[src/rtl/argmax_unit.sv]
// -----------------------------------------------------------------------------
// argmax_unit
//
// Purpose:
//   Reads a FEATURE_ROWS x WEIGHT_COLS matrix of signed scores from an external
//   memory and computes, for every row, the column index holding the largest
//   score. Ties resolve to the lowest column index. Results are packed into
//   argmax_out, one COL_W-bit field per row. Each committed row is announced
//   with a one-cycle wr_en pulse.
//
// Handshake:
//   The score memory has a fixed one-cycle read latency. rd_data is sampled
//   exactly one cycle after rd_en was high. There is no backpressure.
//   start is a level request. It is accepted only in IDLE. A completed pass
//   holds done=1 until start is released, so every new pass needs start to go
//   low and then high again.
//
// Ports:
//   clk        - clock, rising-edge active
//   reset      - asynchronous, active-high reset
//   start      - level request to run one classification pass
//   rd_en      - score-memory read strobe
//   rd_row     - row address of the current read (0 outside READ)
//   rd_col     - column address of the current read (0 outside READ)
//   rd_data    - signed score, valid one cycle after rd_en
//   argmax_out - packed winning index per row, row r at [r*COL_W +: COL_W]
//   wr_en      - one-cycle pulse, row result committed on the previous edge
//   wr_row     - row index qualified by wr_en
//   done       - pass complete, all argmax_out fields valid
// -----------------------------------------------------------------------------
module argmax_unit #(
    parameter int FEATURE_ROWS   = 6,
    parameter int WEIGHT_COLS    = 3,
    parameter int DOT_PROD_WIDTH = 16,
    localparam int ROW_W = $clog2(FEATURE_ROWS),
    localparam int COL_W = $clog2(WEIGHT_COLS)
) (
    input  logic                            clk,
    input  logic                            reset,
    input  logic                            start,
    output logic                            rd_en,
    output logic [ROW_W-1:0]                rd_row,
    output logic [COL_W-1:0]                rd_col,
    input  logic [DOT_PROD_WIDTH-1:0]       rd_data,
    output logic [FEATURE_ROWS*COL_W-1:0]   argmax_out,
    output logic                            wr_en,
    output logic [ROW_W-1:0]                wr_row,
    output logic                            done
);

    localparam logic [ROW_W-1:0] LAST_ROW = ROW_W'(FEATURE_ROWS - 1);
    localparam logic [COL_W-1:0] LAST_COL = COL_W'(WEIGHT_COLS - 1);

    typedef enum logic [1:0] {
        IDLE  = 2'd0,
        READ  = 2'd1,
        DRAIN = 2'd2,
        DONE  = 2'd3
    } state_t;

    state_t state;

    // One-stage delay of the read request, so the captured data is tagged with
    // the address it was read from.
    logic                      cap_valid;
    logic [ROW_W-1:0]          cap_row;
    logic [COL_W-1:0]          cap_col;

    // Running maximum of the row currently being captured.
    logic signed [DOT_PROD_WIDTH-1:0] run_max;
    logic [COL_W-1:0]                 run_idx;

    // Running max after folding in the element being captured this cycle.
    logic signed [DOT_PROD_WIDTH-1:0] next_max;
    logic [COL_W-1:0]                 next_idx;

    always_comb begin
        next_max = run_max;
        next_idx = run_idx;
        if (cap_col == '0) begin
            // First column seeds the running max unconditionally.
            next_max = $signed(rd_data);
            next_idx = '0;
        end else if ($signed(rd_data) > run_max) begin
            // Strict compare: an equal later score never displaces the
            // earlier one.
            next_max = $signed(rd_data);
            next_idx = cap_col;
        end
    end

    always_ff @(posedge clk or posedge reset) begin
        if (reset) begin
            state      <= IDLE;
            rd_en      <= 1'b0;
            rd_row     <= '0;
            rd_col     <= '0;
            cap_valid  <= 1'b0;
            cap_row    <= '0;
            cap_col    <= '0;
            run_max    <= '0;
            run_idx    <= '0;
            argmax_out <= '0;
            wr_en      <= 1'b0;
            wr_row     <= '0;
            done       <= 1'b0;
        end else begin
            // Capture stage
            cap_valid <= rd_en;
            cap_row   <= rd_row;
            cap_col   <= rd_col;
            wr_en     <= 1'b0;

            if (cap_valid) begin
                run_max <= next_max;
                run_idx <= next_idx;
                if (cap_col == LAST_COL) begin
                    // The field and the wr_en pulse become visible together,
                    // so the field is already valid while wr_en is high.
                    argmax_out[int'(cap_row) * COL_W +: COL_W] <= next_idx;
                    wr_en  <= 1'b1;
                    wr_row <= cap_row;
                end
            end

            // Sequencer
            case (state)
                IDLE: begin
                    if (start) begin
                        state  <= READ;
                        rd_en  <= 1'b1;
                        rd_row <= '0;
                        rd_col <= '0;
                    end
                end

                READ: begin
                    if (rd_col == LAST_COL) begin
                        rd_col <= '0;
                        if (rd_row == LAST_ROW) begin
                            // Final address issued; its data arrives in DRAIN.
                            state  <= DRAIN;
                            rd_en  <= 1'b0;
                            rd_row <= '0;
                        end else begin
                            rd_row <= rd_row + 1'b1;
                        end
                    end else begin
                        rd_col <= rd_col + 1'b1;
                    end
                end

                DRAIN: begin
                    state <= DONE;
                    done  <= 1'b1;
                end

                DONE: begin
                    if (!start) begin
                        state <= IDLE;
                        done  <= 1'b0;
                    end
                end

                default: begin
                    state <= IDLE;
                    rd_en <= 1'b0;
                    done  <= 1'b0;
                end
            endcase
        end
    end

endmodule

[config.mk]
export PLATFORM = sky130hd
export DESIGN_NAME = argmax_unit
export DESIGN_NICKNAME = d
export VERILOG_FILES = /design/src/rtl/argmax_unit.sv
export SDC_FILE = /design/constraint.sdc
export NUM_CORES = 1
export LEC_CHECK = 0
export ABC_AREA = 0
export BUFFER_PORTS_ARGS = -buffer_cell sky130_fd_sc_hd__buf_2
export CELL_PAD_IN_SITES_DETAIL_PLACEMENT = 1
export CELL_PAD_IN_SITES_GLOBAL_PLACEMENT = 2
export CORE_ASPECT_RATIO = 0.7
export CORE_UTILIZATION = 38
export CTS_BUF_LIST = sky130_fd_sc_hd__clkbuf_4 sky130_fd_sc_hd__clkbuf_8
export CTS_CLUSTER_SIZE = 30
export DETAILED_ROUTE_END_ITERATION = 7
export PLACE_DENSITY = 0.92
export SLEW_MARGIN = 20
export SYNTH_ARGS = -nofsm -noshare
export SYNTH_HDL_FRONTEND = slang
export SYNTH_SLANG_ARGS = --single-unit
[constraint.sdc]
create_clock -name clk -period 2.9 [get_ports clk]
set_clock_uncertainty 0.2 [all_clocks]
set_input_delay 0.145 -clock clk [delete_from_list [all_inputs] [get_ports clk]]
set_output_delay 0.145 -clock clk [all_outputs]
set_load 0.01 [all_outputs]
**Word-level counts from Yosys, hierarchy flattened**

Cells that the tools add are included.

- Equal/unequal tests: 10
- Add/sub/neg operators: 3
- Magnitude comparators: 1
- Muxes and demuxes: 25
- Reduce and logical (&&, ||, !) cells: 12
- Shift-type cells: 2

Operators by type and width:

| cell | number |
|---|---|
| 4-bit negator with 33-bit output | 1 |
| 2-bit by 33-bit variable shift with 12-bit output, first input constant | 1 |
| 2-bit by 33-bit variable part select with 12-bit output | 1 |
| 16-bit two-way mux | 2 |
| 16-bit > comparator | 1 |
| 2-bit two-way mux | 8 |
| 12-bit bitwise mux | 1 |
| 3-bit two-way mux | 3 |
| 2-bit equality test, second input constant | 4 |
| 2-bit != test, second input constant | 4 |
| 2-bit case mux with 4 select lines | 1 |
| 2-bit AND reduction | 4 |
| 4-bit AND reduction | 2 |
| 1-bit two-way mux | 6 |
| 3-bit case mux with 2 select lines | 1 |
| 2-bit nonzero test | 3 |
| 2-bit logical NOT | 2 |
| 1-bit case mux with 2 select lines | 2 |
| 2-bit case mux with 2 select lines | 1 |
| 3-bit by 1-bit adder with 3-bit output, second input constant | 1 |
| 3-bit equality test, second input constant | 1 |
| 3-bit AND reduction | 1 |
| 2-bit by 1-bit adder with 2-bit output, second input constant | 1 |
| 2-bit by 1-bit equality test with 1-bit output, second input constant | 1 |

- Flip-flop bits (word level): 49
- Word-level logic and storage cells: 66
- Output and inout bits: 23
- Input bits: 19

**Longest topological paths before layout**

Gate-level depths: netlist of run 1.

- Word-level depth: 5
- Gate-level depth with buffers: 9
- Gate-level depth less buffers: 8

**Worst setup path after synthesis of run 1**

OpenSTA, ideal clock, no wires.

- Kind: register to register
- From: register run_max[13]
- To: register run_max[0]
- Slack: 0.400 ns
- Clock period less this slack: 2.500 ns
- Library setup time: 0.125 ns
- Data arrival time: 2.175 ns
- Cell stages (with the launch flop): 10
- Path through: dfrtp_1 -> inv_1 -> ha_1 -> a21o_1 -> a2111oi_4 -> o21a_2 -> a21oi_4 -> o21ai_4 -> buf_12 -> mux2_4

- Longest elaborated chain between the ends: 3

RTL lines:

| what | RTL line | RTL |
|---|---|---|
| start: declaration | 70 | `logic signed [DOT_PROD_WIDTH-1:0] run_max;` |
| start signal: assignment | 115 | `run_max <= next_max;` |
| 16-bit > comparator | 84 | `end else if ($signed(rd_data) > run_max) begin` |
| 2-bit nonzero test (no source line) | n/a |  |
| 2-bit AND reduction (no source line) | n/a |  |

Every way passes these cells.
A chain may end at the register's enable or synchronous reset.

**Worst setup path in the final report of run 1**

- From: input rd_data[13]
- To: register run_max[12]

- Longest elaborated chain between the ends: 3

RTL lines:

| what | RTL line | RTL |
|---|---|---|
| start: declaration | 44 | `input logic [DOT_PROD_WIDTH-1:0] rd_data,` |
| 16-bit > comparator | 84 |  |
| 2-bit nonzero test (no source line) | n/a |  |
| 2-bit AND reduction (no source line) | n/a |  |

Every way passes these cells.

==> results.py, run 1 <==
metrics = {
    "outcome": {
        "status": "completed",
    },
    "setup_path": {
        "required_ps": 2900,
        "path_cells": "dlygate4sd3_1 > buf_2 > ha_1 > a21o_1 > a2111oi_4 > o21a_2 > a21oi_4 > o21ai_4 > buf_12 > mux2_2",
        "critical_path.slowest_cell": "dlygate4sd3_1",
        "ff2ff_path_depth": 9,
        "worst-path-max-fanout": 16,
        "cp-end-kind": "flop",
        "crit_type": "in2reg",
        "slowest_delay_ps": 540,
        "setup.worst_path.start_class": "input pin",
        "crit_arrival_ps": 2780,
    },
    "sta": {
        "finalHoldViolCount": 0,
        "setup_viol": 0,
        "rsz0062_at_grt": "false",
        "min_period_over_period_pct": 95.8,
        "drv_slew": 0,
        "fmax_mhz": 360,
        "tns_ps": 0,
        "max_slew_margin_pct": 64.1,
        "tightest_slew_ps": 533,
        "min_period_ps": 2780,
    },
    "pwr": {
        "combPwrFrac_pct": 46.4,
        "power.leakage_nw": 1.60,
        "p_per_area_nw_per_um2": 977,
        "seq_power_share_pct": 36.6,
        "clockPowerShare_pct": 17.0,
        "irDropWorstVdd_v": 0.000395,
        "intPower_mw": 1.93,
        "switching_share_pct": 37.6,
        "switchingPower_mw": 1.16,
    },
    "routing": {
        "vias": 1802,
        "drt-total-wl_mm": 5.79,
        "vias_per_cell": 4.83,
        "drt_pass1_iterations": 4,
        "post_drt_wl_per_cell_um": 15.5,
        "drc": 0,
        "drt-initial-drc-count": 72,
        "drt.antenna.violating_nets": 0,
    },
    "clock_tree": {
        "htree_levels": 2,
        "clkSinkCount": 49,
        "clk_pin_slew_ps": 100,
        "cts-root-buf": "clkbuf_8",
        "numCtsBuffers": 5,
        "cts_tree": "built",
        "clock_path_buffers": 2,
        "clk_latency_ps": 310,
    },
    "global_routing": {
        "grt-ovfl-total": 0,
        "grt_pass1_wl_mm": 10.1,
        "grt_max_degree": 29,
        "grtUsageTotal_pct": 18.9,
        "antenna_found_initial": 0,
        "grt_pass1_vias": 2078,
    },
    "synthesis": {
        "syn_inst": 213,
        "syn_area_per_cell_sq_um": 11.9,
        "syn_nets": 255,
        "synth_cell_types": 35,
        "yosysWarnings": 0,
        "ys_seq_elements": 49,
        "synth_area_sq_um": 2530,
        "synth-seq-area-share_pct": 48.5,
    },
    "placement": {
        "io_buffers": 41,
        "dp_hpwl_mm": 4.20,
        "routabilityCongestion": 0.745,
    },
    "cells_and_area": {
        "n_fill_cell": 693,
        "area_growth_pct": 25.1,
        "layout-drive-gt1-share_pct": 31.9,
        "num_antenna_cells": 0,
        "utilization_pct": 49.9,
        "fin_nets": 323,
    },
    "floorplanning": {
        "coreArea_sq_um": 6340,
        "dieWidth_um": 99.5,
        "die_h_um": 70.3,
        "ios": 42,
        "dieArea_sq_um": 6990,
        "fp-row-count": 24,
        "floorplan.initialDensity_pct": 39.9,
    },
    "job": {
        "maxCapViolCount": 0,
    },
    "min_path": {
        "worstHoldPathType": "in2async",
    },
}
==> worst paths after layout <==
path	startpoint	endpoint	slack [ps]
max	rd_data[13]	run_max[12]$_DFFE_PP0P_	120
max reg2reg	run_max[13]$_DFFE_PP0P_	run_max[12]$_DFFE_PP0P_	240
max in group asynchronous	reset	run_max[13]$_DFFE_PP0P_	1530
min in group clk	rd_en$_DFFE_PP0P_	cap_valid$_DFF_PP0_	280
min	reset	rd_col[0]$_DFFE_PP0P_	210
min reg2reg	rd_en$_DFFE_PP0P_	cap_valid$_DFF_PP0_	280
==> stage by stage <==
step                area (sq um)  setup slack (ps)  std cells  power, mW  hold WS [ps]
global placement            2860               334        347       2.47          13.2
CTS                         3160               122        373       3.12           227
floorplan                   2530               400        213       2.16          61.8
detailed placement          2860               276        347       2.56          20.1
global route                3160              13.0        373       3.36           257
finish                      3160               123        373       3.09           213
==> flip-flops by register name, indices dropped and copies added, names as in the netlist <==
signal / count
run_idx: 2
rd_en: 1
rd_row: 3
state: 2
done: 1
argmax_out: 12
cap_col: 2
wr_row: 3
run_max: 16
wr_en: 1
cap_valid: 1
rd_col: 2
cap_row: 3
==> cells in the final DEF (no fill, tap or decap), types with 6 or more instances in the layout <==
cell and n:
mux2_4 10, nor2_1 7, a21oi_1 11, buf_2 41, dlygate4sd3_1 18, clkbuf_8 6
inv_1 29, mux2_2 21, o21ai_0 6, nand2_1 13, dfrtp_1 49, ha_1 23
==> cells in the mapped netlist, drive strengths merged <==
cell / count / area, sq um
nor2b: 2 / 12.5
o21a: 2 / 16.3
o221ai: 1 / 8.76
o21ai: 8 / 51.3
a21o: 2 / 15.0
mux2: 31 / 387
nand3: 2 / 10.0
nand2b: 3 / 18.8
ha: 23 / 288
dfrtp: 49 / 1230
o31ai: 1 / 7.51
nor3b: 1 / 7.51
a2bb2oi: 1 / 8.76
a32o: 1 / 11.3
nor2: 7 / 26.3
inv: 30 / 113
a21oi: 12 / 71.3
nor4b: 1 / 8.76
nor4: 3 / 18.8
a22o: 3 / 26.3
mux2i: 2 / 20.0
a31oi: 1 / 6.26
nor3: 4 / 20.0
nand3b: 1 / 7.51
a2111oi: 1 / 27.5
or2: 1 / 6.26
o21bai: 1 / 7.51
buf: 1 / 20.0
nand4: 4 / 25.0
nand2: 13 / 48.8
a211oi: 1 / 7.51
==> cell families (layout without fill, tap and decap cells) <==
kind of cell	after synthesis	after routing	share of synthesized area, %
buffers and inverters	31	100	5.25
muxes	33	33	16.1
AOI/OAI and AO/OA	35	35	10.5
adders and majority gates	23	23	11.4
DFF	49	49	48.5
and+or+nand+nor	42	42	8.31
==> routing by layer <==
metal | global-route usage [%] | wire [um] | up-vias
met2 | 32.9 | 2850 | 29
li1 | - | - | 877
met3 | 3.80 | 151 | 5
met4 | 5.56 | 39 | 0
met5 | 0 | 0 | -
met1 | 23.9 | 2740 | 891
==> final cells by class <==
cell class	instances	area, sq um	share of cell area, %
flip-flops and latches	49	1230	38.8
multi-input cells	133	1170	37.0
repair buffers	62	420	13.3
well taps	91	114	3.60
inverters	30	113	3.56
clock buffers	6	82.6	2.61
clock inverters	2	37.5	1.19
==> worst max-delay path, delay by kind of cell <==
family | cells | cell delay [ps]
AO/OA/AOI/OAI | 5 | 1080
adder cells (fa/ha/maj) | 1 | 320
buffers and inverters | 3 | 870
multiplexers | 1 | 350
==> timing repair <==
action | CTS | global route
endpoints found under the setup margin | 0 | 3
gates resized for setup | 0 | 1
setup buffers | 0 | 0
endpoints found under the hold margin | 38 | 0
hold buffers | 18 | 0
==> power by group through the flow <==
stage | Clock (mW) | Sequential, mW | Combinational (mW)
after global routing | 0.572 | 1.17 | 1.62
final | 0.525 | 1.13 | 1.43
after global placement | 0 | 1.12 | 1.34
after CTS | 0.539 | 1.13 | 1.45
after floorplan | 0 | 1.12 | 1.04
after detailed placement | 0 | 1.14 | 1.41
Power figures use the tool's default switching activity.
==> run 2, diff against run 1 <==
Settings changed: CORE_UTILIZATION 38 to 35, PLACE_DENSITY 0.92 to 0.89.
Clock period 2.9 ns to 2.2 ns, I/O delays scaled along.
==> run 2 against run 1 <==
  * The run now ends with negative setup slack left
  * Via count up 8.9%
  * Clock power increased by 33%
  * Highest routed layer unchanged
  * Non-clock buffer count is 20 higher
  * Critical path depth fell by 1
  * Register-to-register slack got worse by 630 ps
  * Die area is 8.4% higher
==> results.py, run 2 (synthesis results as in run 1) <==
metrics = {
    "sta": {
        "max_slew_margin_pct": 62.5,
        "tightest_slew_ps": 562,
        "min_period_over_period_pct": 118,
        "post-route-worst-setup-slack_ps": -388,
        "whs_ps": 197,
        "drv_slew": 0,
        "finalHoldViolCount": 0,
        "rsz0062_at_grt": "true",
        "setup_viol": 30,
        "min_period_ps": 2590,
        "tns_ps": -9110,
        "fmax_mhz": 386,
    },
    "floorplanning": {
        "floorplan.initialDensity_pct": 36.7,
        "coreArea_sq_um": 6880,
        "die_h_um": 73.1,
        "ios": 42,
        "fp-row-count": 25,
        "dieWidth_um": 104,
        "dieArea_sq_um": 7570,
    },
    "cells_and_area": {
        "layout-drive-gt1-share_pct": 44.0,
        "largest_register_ffs": 16,
        "design_area_sq_um": 3590,
        "final_common_cell": "dfrtp_1",
        "largest_registers": "run_max (16), argmax_out (12)",
        "num_antenna_cells": 0,
        "area_growth_pct": 41.9,
        "max_flop_register": "run_max",
        "mostFrequentLayoutCells": "dfrtp_1, buf_2, mux2_4, inv_1",
        "utilization_pct": 52.1,
        "fin_nets": 343,
        "final_cells": 396,
    },
    "routing": {
        "drt_pass1_iterations": 4,
        "vias": 1963,
        "drt-total-wl_mm": 7.03,
        "vias_per_cell": 4.96,
        "drt-initial-drc-count": 57,
        "drt.antenna.violating_nets": 0,
        "drc": 0,
        "post_drt_wl_per_cell_um": 17.7,
    },
    "setup_path": {
        "critical_path.slowest_cell": "dfrtp_1",
        "required_ps": 2190,
        "setup.worst_path.start_class": "flop",
        "timing.reg2reg.setup_slack_ps": -390,
        "crit_type": "reg2reg",
        "crit_arrival_ps": 2580,
        "worst-path-max-fanout": 8,
        "cp-end-kind": "flop",
        "regToRegStartpoint": "run_max[7]$_DFFE_PP0P_",
        "startpoint": "run_max[7]$_DFFE_PP0P_",
        "slowest_delay_ps": 410,
        "path_cells": "inv_2 > ha_4 > nand4_1 > nor4_2 > a32o_2 > a21oi_4 > o21ai_4 > clkbuf_16 > mux2_4",
    },
    "placement": {
        "dp_cells": 360,
        "io_buffers": 41,
        "dp_hpwl_mm": 4.21,
        "place_ws_ps": -305,
        "routabilityCongestion": 0.739,
        "place_area_sq_um": 2950,
    },
    "clock_tree": {
        "clock_path_buffers": 2,
        "clkSinkCount": 49,
        "numCtsBuffers": 5,
        "cts_tree": "built",
        "clk_latency_ps": 320,
        "clk_pin_slew_ps": 100,
        "htree_levels": 2,
        "cts-root-buf": "clkbuf_8",
    },
    "outcome": {
        "violations": "negative setup slack",
        "status": "finished, violations left",
    },
    "pwr": {
        "power.leakage_nw": 1.77,
        "irDropWorstVdd_v": 0.000503,
        "power_mw": 4.81,
        "p_per_area_nw_per_um2": 1340,
    },
    "global_routing": {
        "grt_pass1_vias": 2012,
        "grtUsageMet3_pct": 4.20,
        "grtUsageTotal_pct": 17.2,
        "antenna_found_initial": 0,
        "grt_max_degree": 26,
        "top_usage_layer": "met2",
        "grt-ovfl-total": 0,
        "use_met1_pct": 21.6,
        "use_met2_pct": 29.3,
        "grt_pass1_wl_mm": 10.0,
    },
    "job": {
        "maxCapViolCount": 0,
    },
    "min_path": {
        "worstHoldPathType": "in2async",
    },
}
run 2: area by class of cell:
class / instances / area (sq um)
multi-input combinational: 133 / 1400
clock inverter: 1 / 30.0
sequential: 49 / 1230
timing repair buffer: 82 / 608
fill: 739 / 3290
tap: 94 / 118
clock buffer: 7 / 90.1
inverter: 30 / 113
run 2: metal layers:
layer  part of all wire [%]  wire (um)
met5                      0          0
met4                    2.8        195
met3                    3.2        222
met2                     50       3510
met1                     44       3100
run 2: repair_timing:
item / CTS / global route
hold buffers: 18 / 0
endpoints found under the setup margin: 30 / 31
setup buffers: 3 / 6
pin swaps: 2 / 6
gates cloned: 0 / 1
hold endpoints to repair: 41 / 0
gates resized for setup: 8 / 39
run 2: critical path: cells and delay by family, from the launching register on:
kind                     cells  cell delay, ps
AO/OA/AOI/OAI                3             510
AND/OR/NAND/NOR              2             490
flip-flops                   1             410
multiplexers                 1             300
buffers and inverters        2             280
adder cells (fa/ha/maj)      1             270
run 2: power by group:
group	total, mW	switching (mW)	internal (mW)
logic	2.60	1.23	1.37
registers	1.52	0.286	1.23
clock network	0.699	0.316	0.384
total	4.81	1.83	2.98
run 2: worst paths after layout:
check	to	cells after the start
min in group clk	cap_valid$_DFF_PP0_	0
max in group asynchronous	wr_en$_DFF_PP0_	4
max	run_max[14]$_DFFE_PP0P_	9
min	rd_col[1]$_DFFE_PP0P_	3
max reg2reg	run_max[14]$_DFFE_PP0P_	9
min reg2reg	cap_valid$_DFF_PP0_	0
